## config.mk

```make
export PLATFORM = sky130hd
export DESIGN_NAME = sync_fifo
export DESIGN_NICKNAME = d
export VERILOG_FILES = /design/src/rtl/sync_fifo.sv
export SDC_FILE = /design/constraint.sdc
export NUM_CORES = 1
export LEC_CHECK = 0
export CAP_MARGIN = 20
export CORE_ASPECT_RATIO = 1.2
export CORE_UTILIZATION = 45
export DETAILED_ROUTE_END_ITERATION = 8
export PLACE_DENSITY = 0.68
export SYNTH_ARGS = -nofsm -noshare
export SYNTH_HDL_FRONTEND = slang
export SYNTH_SLANG_ARGS = --single-unit
```

## constraint.sdc

```tcl
create_clock -name clk -period 5.3 [get_ports clk]
set_clock_uncertainty 0.2 [all_clocks]
set_input_delay 0.53 -clock clk [delete_from_list [all_inputs] [get_ports clk]]
set_output_delay 0.53 -clock clk [all_outputs]
set_load 0.005 [all_outputs]
```

## src/rtl/sync_fifo.sv

```systemverilog
// sync_fifo: first-word-fall-through synchronous FIFO with valid/ready handshakes on both sides
//   clk      : sole clock, rising edge
//   reset    : synchronous, active-high; clears pointers and count, not storage
//   wr_valid : producer offers wr_data
//   wr_data  : word to enqueue
//   wr_ready : FIFO has space (count < DEPTH), low during reset
//   rd_valid : rd_data holds the oldest word (count > 0), low during reset
//   rd_data  : oldest stored word
//   rd_ready : consumer takes rd_data
//   count    : number of stored words, 0..DEPTH
module sync_fifo #(
   parameter int WIDTH = 16,
   parameter int DEPTH = 4
) (
   input  logic                       clk,
   input  logic                       reset,
   input  logic                       wr_valid,
   input  logic [WIDTH-1:0]           wr_data,
   output logic                       wr_ready,
   output logic                       rd_valid,
   output logic [WIDTH-1:0]           rd_data,
   input  logic                       rd_ready,
   output logic [$clog2(DEPTH):0]     count
);
   localparam int AW = $clog2(DEPTH);
   localparam int CW = AW + 1;
   localparam logic [CW-1:0] FULL = CW'(DEPTH);
   logic [WIDTH-1:0] mem [DEPTH];
   logic [AW-1:0]    wr_ptr, rd_ptr;
   logic             wr_fire, rd_fire;
   // flags depend only on registered count and reset, never on the handshake inputs
   assign wr_ready = !reset && count != FULL;
   assign rd_valid = !reset && count != '0;
   assign wr_fire  = wr_valid && wr_ready;
   assign rd_fire  = rd_ready && rd_valid;
   assign rd_data  = mem[rd_ptr];
   always_ff @(posedge clk) begin
      if (reset) begin
         wr_ptr <= '0;
         rd_ptr <= '0;
         count  <= '0;
      end else begin
         if (wr_fire) wr_ptr <= wr_ptr + 1'b1;
         if (rd_fire) rd_ptr <= rd_ptr + 1'b1;
         count <= count + CW'(wr_fire) - CW'(rd_fire);
      end
   end
   // storage is intentionally left unreset
   always_ff @(posedge clk) begin
      if (wr_fire) mem[wr_ptr] <= wr_data;
   end
endmodule

```

==> impl_metrics.json <==
{
  "grt_use_met1_pct": 17.6,
  "worst_slew_pin_slew_ns": 0.779,
  "worstRegToRegCells": 11,
  "syn_avg_cell_area_um2": 21.2,
  "drt_iter0_drc": 75,
  "cts.sinks": 73,
  "cp.arrival_ns": 3.05,
  "initial_core_util_pct": 46.5,
  "vias": 1319,
  "antenna_found_initial": 0,
  "timing.rr.end": "count[2]$_SDFF_PP0_",
  "dp_hpwl_um": 2790,
  "nets": 207,
  "post_cts_buffers": 0,
  "final-max-slew-violation-count": 0,
  "core_area_um2": 6050,
  "report.final.hold_viol_count": 0,
  "numCtsBuffers": 9,
  "powerDensity_nw_per_um2": 439,
  "period_minus_slack_ns": 3.01,
  "antenna_left": 0,
  "cts_tree": "built",
  "grt_max_degree": 17,
  "busiest_layer": "met2",
  "area_delta_synth_final_pct": 24.5,
  "place_congestion": 0.648,
  "routed_via_density": 4.96,
  "grt_pass1_wl_um": 6660,
  "path_clk_slew_ns": 0.07,
  "peakVddDrop_mv": 0.257,
  "finalWorstSetupSlack_ns": 2.29,
  "holdWs_ns": 0.326,
  "track_usage_pct": 14.4,
  "ys_warn_count": 0,
  "crit_fanout": 12,
  "cts-htree-levels": 3,
  "fp.dieH_um": 88.6,
  "place_area_um2": 3270,
  "status": "complete, no violations",
  "drt_pass1_iterations": 4,
  "maxCapViolations": 0,
  "crit_path_start_kind": "input pin",
  "final_util_pct": 57.9,
  "place_inst": 250,
  "hold_buffers": 0,
  "crit_required_ns": 5.34,
  "fillers": 479,
  "diodes": 0,
  "clock_path_buffers": 2,
  "netlist_instances": 133,
  "avgRoutedWirePerCell_um": 16.4,
  "io_pins": 41,
  "cp-startpoint": "reset",
  "grt.met2_usage_pct": 23.7,
  "grt_overflow": 0,
  "setup_viol": 0,
  "drc": 0,
  "slew_headroom_pct": 48.0,
  "io_buffers": 40,
  "multi_input_area_um2": 647,
  "most-common-layout-cells": "edfxtp_1, clkdlybuf4s50_1, mux4_2",
  "finalPower_mw": 1.54,
  "rsz0062_at_grt": "false",
  "fin_area_um2": 3510,
  "root_buffer": "clkbuf_8",
  "endpoint": "count[2]$_SDFF_PP0_",
  "clk_latency_ns": 0.32,
  "synth_area_um2": 2820,
  "worstSetupEndpointType": "register",
  "synth_top_cell_by_area": "edfxtp_1",
  "fp-row-count": 31,
  "first_global_vias": 1355,
  "dp_slack_ns": 1.93,
  "synth_area_leaders": "edfxtp_1, mux4_2, dfxtp_1",
  "gr-usage-met3_pct": 4.33,
  "postCtsResizedCells": 0,
  "period_share_pct": 56.8,
  "dieArea_um2": 6580,
  "syn-num-nets": 160,
  "synth_seq_cells": 73,
  "synth.distinct_cells": 23,
  "max_freq_mhz": 332,
  "rrSetupSlack_ns": 2.60,
  "hold_start": "wr_ptr[0]$_SDFFE_PP0P_",
  "layout-drive-gt1-share_pct": 20.7,
  "crit_type": "in -> reg",
  "wirelength_um": 4370,
  "leakagePower_nw": 1.16,
  "worstReg2RegStart": "count[1]$_SDFF_PP0_",
  "final_cell_count_no_fill": 266,
  "final-seq-area_um2": 2100,
  "holdCritPathClass": "reg -> reg",
  "final_common_cell": "edfxtp_1",
  "tns_ns": 0,
  "yosysSeqAreaShare_pct": 74.7,
  "yosysTopAreaCellShare_pct": 68.3,
  "die_x_um": 74.2
}
[sequential cells by signal, indices dropped and copies added, names as in the netlist, named ones only]
signal,flops
count,3
mem,64
rd_ptr,2
wr_ptr,2
[cell usage after synthesis]
cell	number
xor2_1	3
ha_1	6
fa_1	1
mux2_4	1
nor3b_2	1
mux2i_1	1
nor3b_4	1
o31ai_1	1
buf_6	2
buf_8	1
mux4_2	16
nor3_1	2
buf_2	1
clkbuf_2	1
dfxtp_1	9
edfxtp_1	64
and2_2	4
nor2_1	9
nand2b_1	1
inv_1	5
o311ai_0	1
and2_1	1
nor2b_1	1
[worst max-delay path: stages]
cell	delay (ns)
clkdlybuf4s50_1	0.63
nor3b_4	0.42
inv_1	0.08
ha_1	0.29
inv_1	0.06
ha_1	0.13
inv_1	0.05
fa_1	0.39
xor2_1	0.16
and2_1	0.16
nor3_1	0.15
[how the worst min path moves through the flow]
stage	endpoint	slack [ns]	cells after the start
CTS	register	0.33	2
floorplan	wr_ptr[0]$_SDFFE_PP0P_	0.28	1
finish	wr_ptr[0]$_SDFFE_PP0P_	0.33	1
global route	wr_ptr[0]$_SDFFE_PP0P_	0.36	1
global placement	wr_ptr[0]$_SDFFE_PP0P_	0.29	1
detailed placement	register	0.32	2
[metal layers]
layer  vias up  share of wire [%]
li1        619                  -
met2        34                 52
met5         -                  0
met1       664                 44
met4         0               0.48
met3         2                4.0
[logic make-up (layout without fill, tap and decap cells)]
logic type                 after synthesis  in the layout  synth area share (%)
and+or+nand+nor                         20             20                  4.40
DFF                                     73             73                  74.7
adders and majority gates                7              7                  3.38
buffers and inverters                   10             61                  2.36
muxes                                   18             18                  13.7
xor gates and xnor gates                 3              3                 0.934
AOI/OAI and AO/OA                        2              2                 0.578
[final cells by class]
type | instances | area share [%]
clock buffers | 9 | 3.53
clock inverters | 6 | 2.39
inverters | 5 | 0.535
multi-input cells | 50 | 18.5
flip-flops and latches | 73 | 60.0
well taps | 82 | 2.93
repair buffers | 41 | 12.2
[report_power, final]
group          total [mW]  switching (mW)  leakage (nW)  internal [mW]
clock network       0.447           0.188        0.0987          0.260
logic               0.368           0.130         0.402          0.238
registers           0.725          0.0447         0.654          0.680
total                1.54           0.362          1.16           1.18
(Power assumes the default switching activity.)
